`src/rtl/serial_cmd_decoder_if.sv`:
```
// Signal bundle between the serial command decoder and its surroundings:
// UART receive/transmit byte streams plus the write/read bus request side.
interface serial_cmd_decoder_if #(
  parameter int ADDR_DIGITS = 6
);
  localparam int AW = 4 * ADDR_DIGITS;

  logic [7:0]    rx_data;
  logic          rx_strobe;
  logic [7:0]    tx_data;
  logic          tx_strobe;
  logic          tx_ready;
  logic [AW-1:0] wr_addr;
  logic [7:0]    wr_data;
  logic          wr_strobe;
  logic [AW-1:0] rd_addr;
  logic          rd_strobe;
  logic [7:0]    rd_data;
  logic          rd_valid;
  logic          overrun;

  // Decoder side: consumes rx bytes and read results, issues replies and bus requests.
  modport master (
    input  rx_data, rx_strobe, tx_ready, rd_data, rd_valid,
    output tx_data, tx_strobe, wr_addr, wr_data, wr_strobe, rd_addr, rd_strobe, overrun
  );

  // Environment side: UART pair and memory/register bus.
  modport slave (
    output rx_data, rx_strobe, tx_ready, rd_data, rd_valid,
    input  tx_data, tx_strobe, wr_addr, wr_data, wr_strobe, rd_addr, rd_strobe, overrun
  );
endinterface

```
`src/rtl/serial_cmd_decoder.sv`:
```
// Parses ASCII hex command lines ("W<addr><dd>\n", "R<addr>\n") from uart_rx into
// bus write/read requests and encodes short ASCII replies ("K\n", "<hh>\n", "?\n") for uart_tx.
module serial_cmd_decoder #(
  parameter int ADDR_DIGITS = 6,
  parameter int TIMEOUT     = 12000000
) (
  input  logic                  mclk,
  input  logic                  reset,
  serial_cmd_decoder_if.master  bus
);

  localparam int AW = 4 * ADDR_DIGITS;
  localparam int CW = $clog2(TIMEOUT + 1);
  localparam int DW = $clog2(ADDR_DIGITS + 1);

  localparam logic [CW-1:0] TMO_MAX   = CW'(TIMEOUT);
  localparam logic [DW-1:0] ADDR_LAST = DW'(ADDR_DIGITS - 1);

  localparam logic [2:0] S_IDLE    = 3'd0;
  localparam logic [2:0] S_ADDR    = 3'd1;
  localparam logic [2:0] S_DATA    = 3'd2;
  localparam logic [2:0] S_EOL     = 3'd3;
  localparam logic [2:0] S_EXEC    = 3'd4;
  localparam logic [2:0] S_WAIT_RD = 3'd5;
  localparam logic [2:0] S_SKIP    = 3'd6;
  localparam logic [2:0] S_REPLY   = 3'd7;

  localparam logic [7:0] CH_LF = 8'h0A;
  localparam logic [7:0] CH_CR = 8'h0D;
  localparam logic [7:0] CH_SP = 8'h20;
  localparam logic [7:0] CH_W  = 8'h57;
  localparam logic [7:0] CH_R  = 8'h52;
  localparam logic [7:0] CH_K  = 8'h4B;
  localparam logic [7:0] CH_Q  = 8'h3F;

  // {valid, nibble} for one ASCII hex character
  function automatic logic [4:0] hex_decode(input logic [7:0] c);
    logic [4:0] r;
    r = 5'd0;
    if (c >= 8'h30 && c <= 8'h39)      r = {1'b1, 4'(c - 8'h30)};
    else if (c >= 8'h41 && c <= 8'h46) r = {1'b1, 4'(c - 8'h37)};
    else if (c >= 8'h61 && c <= 8'h66) r = {1'b1, 4'(c - 8'h57)};
    return r;
  endfunction

  function automatic logic [7:0] hex_char(input logic [3:0] n);
    return (n < 4'd10) ? (8'h30 + {4'd0, n}) : (8'h37 + {4'd0, n});
  endfunction

  logic [2:0]    state;
  logic          is_write;
  logic [AW-1:0] addr_sr;
  logic [7:0]    data_sr;
  logic [DW-1:0] digit_cnt;
  logic [CW-1:0] tmo_cnt;
  logic          wr_strobe_q;
  logic          rd_strobe_q;
  logic [AW-1:0] wr_addr_q;
  logic [7:0]    wr_data_q;
  logic [AW-1:0] rd_addr_q;
  logic [23:0]   reply_sr;
  logic [1:0]    reply_left;
  logic          tx_gap;

  logic [4:0] hex;
  logic       hex_ok;
  logic [3:0] nib;
  logic       is_cr, is_lf, is_sp, is_w, is_r;
  logic       busy, rx_take, timed_state, syntax_err, tx_fire;

  // NOTE: every always_comb output gets a default first so no path leaves it unassigned (no latch).
  always_comb begin
    hex         = hex_decode(bus.rx_data);
    hex_ok      = hex[4];
    nib         = hex[3:0];
    is_cr       = (bus.rx_data == CH_CR);
    is_lf       = (bus.rx_data == CH_LF);
    is_sp       = (bus.rx_data == CH_SP);
    is_w        = (bus.rx_data == CH_W);
    is_r        = (bus.rx_data == CH_R);
    busy        = (state == S_EXEC) || (state == S_WAIT_RD) || (state == S_REPLY);
    rx_take     = bus.rx_strobe && !busy;
    timed_state = (state == S_ADDR) || (state == S_DATA) || (state == S_EOL) || (state == S_SKIP);
    tx_fire     = (state == S_REPLY) && !tx_gap && bus.tx_ready;
    syntax_err  = 1'b0;
    if (rx_take && !is_cr) begin
      case (state)
        S_IDLE:         syntax_err = !(is_lf || is_sp || is_w || is_r);
        S_ADDR, S_DATA: syntax_err = !hex_ok;
        S_EOL:          syntax_err = !is_lf;
        default:        syntax_err = 1'b0;
      endcase
    end
  end

  // NOTE: sequential state uses non-blocking assignments only, so every register sees pre-edge values.
  always_ff @(posedge mclk or negedge reset) begin
    if (!reset) begin
      state       <= S_IDLE;
      is_write    <= 1'b0;
      addr_sr     <= '0;
      data_sr     <= '0;
      digit_cnt   <= '0;
      tmo_cnt     <= '0;
      wr_strobe_q <= 1'b0;
      rd_strobe_q <= 1'b0;
      wr_addr_q   <= '0;
      wr_data_q   <= '0;
      rd_addr_q   <= '0;
      reply_sr    <= '0;
      reply_left  <= '0;
      tx_gap      <= 1'b0;
    end else begin
      wr_strobe_q <= 1'b0;
      rd_strobe_q <= 1'b0;
      tx_gap      <= 1'b0;

      // Inter-byte watchdog: cleared by each accepted byte, saturates at TIMEOUT.
      if (rx_take || !timed_state)  tmo_cnt <= '0;
      else if (tmo_cnt != TMO_MAX)  tmo_cnt <= tmo_cnt + 1'b1;

      if (syntax_err) begin
        // A bad '\n' already ends the line, so reply at once instead of skipping to the next one.
        if (is_lf) begin
          reply_sr   <= {CH_Q, CH_LF, 8'h00};
          reply_left <= 2'd2;
          state      <= S_REPLY;
        end else begin
          state <= S_SKIP;
        end
      end else if (timed_state && !rx_take && tmo_cnt == TMO_MAX) begin
        state <= S_IDLE;
      end else begin
        case (state)
          S_IDLE: begin
            if (rx_take && (is_w || is_r)) begin
              is_write  <= is_w;
              addr_sr   <= '0;
              data_sr   <= '0;
              digit_cnt <= '0;
              state     <= S_ADDR;
            end
          end

          S_ADDR: begin
            if (rx_take && hex_ok) begin
              addr_sr <= {addr_sr[AW-5:0], nib};
              if (digit_cnt == ADDR_LAST) begin
                digit_cnt <= '0;
                state     <= is_write ? S_DATA : S_EOL;
              end else begin
                digit_cnt <= digit_cnt + 1'b1;
              end
            end
          end

          S_DATA: begin
            if (rx_take && hex_ok) begin
              data_sr <= {data_sr[3:0], nib};
              if (digit_cnt == DW'(1)) begin
                digit_cnt <= '0;
                state     <= S_EOL;
              end else begin
                digit_cnt <= digit_cnt + 1'b1;
              end
            end
          end

          S_EOL: begin
            if (rx_take && is_lf) begin
              if (is_write) begin
                wr_strobe_q <= 1'b1;
                wr_addr_q   <= addr_sr;
                wr_data_q   <= data_sr;
              end else begin
                rd_strobe_q <= 1'b1;
                rd_addr_q   <= addr_sr;
              end
              state <= S_EXEC;
            end
          end

          S_EXEC: begin
            if (is_write) begin
              reply_sr   <= {CH_K, CH_LF, 8'h00};
              reply_left <= 2'd2;
              state      <= S_REPLY;
            end else begin
              state <= S_WAIT_RD;
            end
          end

          S_WAIT_RD: begin
            if (bus.rd_valid) begin
              reply_sr   <= {hex_char(bus.rd_data[7:4]), hex_char(bus.rd_data[3:0]), CH_LF};
              reply_left <= 2'd3;
              state      <= S_REPLY;
            end
          end

          S_SKIP: begin
            if (rx_take && is_lf) begin
              reply_sr   <= {CH_Q, CH_LF, 8'h00};
              reply_left <= 2'd2;
              state      <= S_REPLY;
            end
          end

          S_REPLY: begin
            // One idle cycle after each byte lets the transmitter drop tx_ready before we look again.
            if (tx_fire) begin
              reply_sr   <= {reply_sr[15:0], 8'h00};
              reply_left <= reply_left - 1'b1;
              tx_gap     <= 1'b1;
              if (reply_left == 2'd1) state <= S_IDLE;
            end
          end

          default: state <= S_IDLE;
        endcase
      end
    end
  end

  assign bus.tx_strobe = tx_fire;
  assign bus.tx_data   = (state == S_REPLY) ? reply_sr[23:16] : 8'h00;
  assign bus.wr_strobe = wr_strobe_q;
  assign bus.wr_addr   = wr_addr_q;
  assign bus.wr_data   = wr_data_q;
  assign bus.rd_strobe = rd_strobe_q;
  assign bus.rd_addr   = rd_addr_q;
  assign bus.overrun   = bus.rx_strobe && busy;

endmodule

```
`src/flat_wrapper.sv`:
```
// flat-port wrapper written by rule: the top's interface ports become plain ports
module serial_cmd_decoder_flat 
#(
  parameter int ADDR_DIGITS = 6,
  parameter int TIMEOUT     = 12000000
)
  (mclk, reset, bus_rx_data, bus_rx_strobe, bus_tx_ready, bus_rd_data, bus_rd_valid, bus_tx_data, bus_tx_strobe, bus_wr_addr, bus_wr_data, bus_wr_strobe, bus_rd_addr, bus_rd_strobe, bus_overrun);
  serial_cmd_decoder_if #(.ADDR_DIGITS(ADDR_DIGITS)) bus_i ();
  input  logic mclk;
  input  logic reset;
  input wire logic [$bits(bus_i.rx_data)-1:0] bus_rx_data;
  input wire logic [$bits(bus_i.rx_strobe)-1:0] bus_rx_strobe;
  input wire logic [$bits(bus_i.tx_ready)-1:0] bus_tx_ready;
  input wire logic [$bits(bus_i.rd_data)-1:0] bus_rd_data;
  input wire logic [$bits(bus_i.rd_valid)-1:0] bus_rd_valid;
  output wire logic [$bits(bus_i.tx_data)-1:0] bus_tx_data;
  output wire logic [$bits(bus_i.tx_strobe)-1:0] bus_tx_strobe;
  output wire logic [$bits(bus_i.wr_addr)-1:0] bus_wr_addr;
  output wire logic [$bits(bus_i.wr_data)-1:0] bus_wr_data;
  output wire logic [$bits(bus_i.wr_strobe)-1:0] bus_wr_strobe;
  output wire logic [$bits(bus_i.rd_addr)-1:0] bus_rd_addr;
  output wire logic [$bits(bus_i.rd_strobe)-1:0] bus_rd_strobe;
  output wire logic [$bits(bus_i.overrun)-1:0] bus_overrun;
  assign bus_i.rx_data = bus_rx_data;
  assign bus_i.rx_strobe = bus_rx_strobe;
  assign bus_i.tx_ready = bus_tx_ready;
  assign bus_i.rd_data = bus_rd_data;
  assign bus_i.rd_valid = bus_rd_valid;
  assign bus_tx_data = bus_i.tx_data;
  assign bus_tx_strobe = bus_i.tx_strobe;
  assign bus_wr_addr = bus_i.wr_addr;
  assign bus_wr_data = bus_i.wr_data;
  assign bus_wr_strobe = bus_i.wr_strobe;
  assign bus_rd_addr = bus_i.rd_addr;
  assign bus_rd_strobe = bus_i.rd_strobe;
  assign bus_overrun = bus_i.overrun;
  serial_cmd_decoder #(.ADDR_DIGITS(ADDR_DIGITS), .TIMEOUT(TIMEOUT)) u_core (.mclk(mclk), .reset(reset), .bus(bus_i));
endmodule
```
`config.mk`:
```
export PLATFORM = sky130hd
export DESIGN_NAME = serial_cmd_decoder_flat
export DESIGN_NICKNAME = d
export VERILOG_FILES = /design/src/rtl/serial_cmd_decoder_if.sv /design/src/rtl/serial_cmd_decoder.sv /design/src/flat_wrapper.sv
export SDC_FILE = /design/constraint.sdc
export NUM_CORES = 1
export LEC_CHECK = 0
export CAP_MARGIN = 20
export CORE_ASPECT_RATIO = 1.2
export CORE_MARGIN = 5
export CORE_UTILIZATION = 59
export DETAILED_ROUTE_END_ITERATION = 16
export PLACE_DENSITY_LB_ADDON = 0.08
export SYNTH_ARGS = -nofsm -noshare
export SYNTH_HDL_FRONTEND = slang
export SYNTH_SLANG_ARGS = --single-unit
```
`constraint.sdc`:
```
create_clock -name mclk -period 4.7 [get_ports mclk]
set_input_delay 0.94 -clock mclk [delete_from_list [all_inputs] [get_ports mclk]]
set_output_delay 0.94 -clock mclk [all_outputs]
set_load 0.02 [all_outputs]
```
==> impl_metrics.csv <==
group,metric,value,unit
status,outcome,"finished clean",
final_layout,mostFrequentLayoutCells,"192 x nand2_1, 139 x dfrtp_1, 86 x clkdlybuf4s50_1",
grt,grt_start_max_net_pins,107,
yosys,post_synth.cell_area_avg,9.490,sq um
grt,grt_antenna_before_repair,0,
clocking,cts_hold_repair.buffers,0,
min_path,min_from,"u_core.bus.wr_addr[9]$_DFFE_PN0P_",
critical_path,arrival,2.65,ns
sta,setup_violations,0,
sta,skew,0.01212,ns
yosys,yosys_most_used_dff,"dfrtp_1",
placement,instance_area_after_placement,0.007617,sq mm
final_layout,most_common_cell_after_layout_fill_and_taps_aside,"nand2_1",
yosys,synthArstFlopShare,1.000,
critical_path,endpoint_kind,"output pin",
final_layout,area.growth.synth_to_final,23.97,%
floorplanning,die_width,106.7,um
critical_path,timing.critical_path.required,3.76,ns
sta,rsz0062_at_grt,"no",
grt,grt_pass1_wl,25990,um
sta,max_freq,0.2787,GHz
final_layout,antenna-diode-count,0,
route,postRouteWirelength,14960,um
critical_path,cp_top_family,"buffers and inverters",
placement,detailed_place_hpwl,10130,um
critical_path,cpPeakStageDelay,0.68,ns
clocking,clock_tree.buffer_depth,2,
clocking,postCtsResizedCells,0,
critical_path,timing.critical_path.fanout_max,5,
grt,grt.overflow.total,0,
clocking,cts_inserted_buffers,17,
final_layout,fin_nets,816,
route,dr_total_vias,5296,
power_and_ir_drop,leakagePower,3.778,nW
final_layout,post_route_cells_drive_above_1_share,0.08271,
sta,final.setup.worst_slack,1.112,ns
critical_path,crit_path_top_delay_cell,"clkdlybuf4s50_1",
yosys,syn_nets,728,
floorplanning,core-area,0.01104,sq mm
yosys,ys_types,65,
critical_path,cp-start-kind,"primary input",
clocking,post_cts_buffers,0,
critical_path,setup.worst_path.class,"primary input to output pin",
placement,placement.io_buffers,87,
floorplanning,fp.dieArea,0.01345,sq mm
yosys,number_of_enable_type_register_cells_in_the_synthesized_netlist,0,
min_path,hold_path.class,"register to register",
critical_path,rr_startpoint,"u_core.tmo_cnt[6]$_DFFE_PN0N_",
final_layout,multi_input_comb_area,0.002937,sq mm
final_layout,finish.instance_area,0.008212,sq mm
sta,timing_max_transition_violations_final,0,
floorplanning,initial_utilization,0.6002,
final_layout,n_fill_cell,794,
critical_path,critical_path.n_buffers_inverters,3,
critical_path,path_cells,"clkdlybuf4s50_1 > inv_1 > nor3_1 > clkdlybuf4s50_1",
route,drtIter0Drc,335,
sta,fin_setup_tns,0,ns
grt,global_route.usage.total,0.2365,
clocking,number_of_clock_sinks,139,
floorplanning,dieHeight,126.1,um
yosys,synth_sequential_area_ratio,0.5251,
sta,post-route-min-period,3.588,ns
power_and_ir_drop,power.density,446.4,mW/mm^2
clocking,clk_transition_reported_paths,0.06,ns
route,drt_first_pass_iters,5,
yosys,yosysWarningCount,0,
clocking,insertion_delay,0.41,ns
critical_path,worst_setup_path_startpoint,"bus_rx_strobe",
critical_path,cpMostUsedCell,"clkdlybuf4s50_1",
placement,dpl_worst_slack,0.9183,ns
route,vias_per_cell,5.695,
sta,max_slew_margin,0.3790,
route,post-route-drc-count,0,
grt,number_of_global_route_vias_before_repair,5300,
power_and_ir_drop,power.ir.vdd_worst,0.2612,mV
route,drt-wirelength-per-cell,16.09,um
flow_run,cap_violations,0,
sta,worst_slew_pin_slew,0.9316,ns
clocking,tritoncts,"yes",
placement,place_congestion,0.8330,
yosys,syn_area,0.006624,sq mm
sta,timing.hold.ws,0.4721,ns
route,postRouteAntennaNets,0,
sta,final_period_utilization,0.7634,
sta,finalHoldViolations,0,
clocking,htree_num_levels,4,
floorplanning,num_io_pins,89,
yosys,ys_ff_latch,139,
floorplanning,row_count,42,
yosys,syn_inst,698,
clocking,clk_root_buffer_cell,"clkbuf_16",
final_layout,register_area,0.003478,sq mm
## power breakdown
part	total [W]	switching (W)	internal, W
Sequential	0.00134	0.0000490	0.00129
Clock	0.00133	0.000499	0.000834
Combinational	0.000991	0.000562	0.000429
## flip-flops by register name, indices dropped and copies added (netlist names)
name	count
u_core.state	3
u_core.bus.rd_strobe	1
u_core.addr_sr	24
u_core.bus.wr_strobe	1
u_core.reply_sr	15
u_core.bus.rd_addr	24
u_core.digit_cnt	3
u_core.reply_left	2
u_core.tx_gap	1
u_core.bus.wr_addr	24
u_core.is_write	1
u_core.data_sr	8
u_core.tmo_cnt	24
u_core.bus.wr_data	8
## worst reg2reg max path, delay by kind of cell (launching register included)
family             cells  cell delay [ns]
AOI/OAI and AO/OA      2             0.45
muxes                  1             0.39
and+or+nand+nor        4             1.45
DFF                    1             0.41
## cells in the mapped netlist (3+ instances only)
| cell | instances | share of area |
|---|---|---|
| nor3_1 | 7 | 0.0053 |
| a31oi_1 | 3 | 0.0028 |
| and4_1 | 3 | 0.0040 |
| and2_1 | 9 | 0.0085 |
| clkbuf_1 | 22 | 0.012 |
| nand2_1 | 192 | 0.11 |
| and3_1 | 3 | 0.0028 |
| xnor2_1 | 5 | 0.0066 |
| o21ai_0 | 28 | 0.021 |
| nand3_1 | 20 | 0.015 |
| o21ai_1 | 29 | 0.022 |
| ha_1 | 9 | 0.017 |
| dfrtp_1 | 139 | 0.53 |
| nand2b_1 | 5 | 0.0047 |
| nor2_1 | 36 | 0.020 |
| mux2_1 | 31 | 0.053 |
| mux2_4 | 8 | 0.018 |
| inv_1 | 22 | 0.012 |
| nor2b_1 | 8 | 0.0076 |
| or3_1 | 7 | 0.0066 |
| xor2_1 | 13 | 0.017 |
| a21oi_1 | 28 | 0.021 |
| a211oi_1 | 7 | 0.0079 |
| nand4_1 | 8 | 0.0076 |
| o22ai_1 | 3 | 0.0028 |
| buf_4 | 3 | 0.0034 |
## cell type report
| type | count | area share |
|---|---|---|
| Clock inverter | 10 | 0.01387 |
| Timing Repair Buffer | 97 | 0.1153 |
| Tap cell | 132 | 0.02011 |
| Inverter | 24 | 0.01097 |
| Multi-Input combinational cell | 507 | 0.3576 |
| Clock buffer | 21 | 0.05851 |
| Sequential cell | 139 | 0.4236 |
## per-stage QoR
stage	utilization	instances	power, W
2_1_floorplan	-	698	0.002073
3_3_place_gp	0.6902	899	0.002334
3_5_place_dp	0.6902	899	0.002356
4_1_cts	0.7441	930	0.003693
5_1_grt	0.7441	930	0.003873
6_report	0.7441	930	0.003665
## routing by layer
layer	up-vias	track usage	wire length (um)
li1	2535	-	-
met1	2618	0.3014	6373
met2	122	0.4033	7747
met3	21	0.05476	599
met4	0	0.06998	240
met5	-	0	0
## kinds of logic after synthesis
group / Yosys count / share of synthesized area
buf+inv: 52 / 0.03230
fa+ha+maj: 9 / 0.01700
compound gates: 119 / 0.1073
simple gates: 318 / 0.2184
other cells: 1 / 0.0005661
xor+xnor: 18 / 0.02380
mux: 42 / 0.07556
flops: 139 / 0.5251
## path summary, 6_finish.rpt
kind,slack (ns),depth (start not counted),to
min in group asynchronous,0.64,1,u_core.bus.rd_addr[5]$_DFFE_PN0P_
setup reg to reg,1.87,7,u_core.reply_sr[12]$_DFFE_PN0P_
hold / removal,0.47,2,u_core.bus.wr_addr[9]$_DFFE_PN0P_
hold reg to reg,0.47,2,u_core.bus.wr_addr[9]$_DFFE_PN0P_
setup / recovery,1.11,4,bus_overrun
max in group asynchronous,3.09,2,u_core.addr_sr[6]$_DFFE_PN0P_
Note: power is estimated with default switching activity, not from simulation.
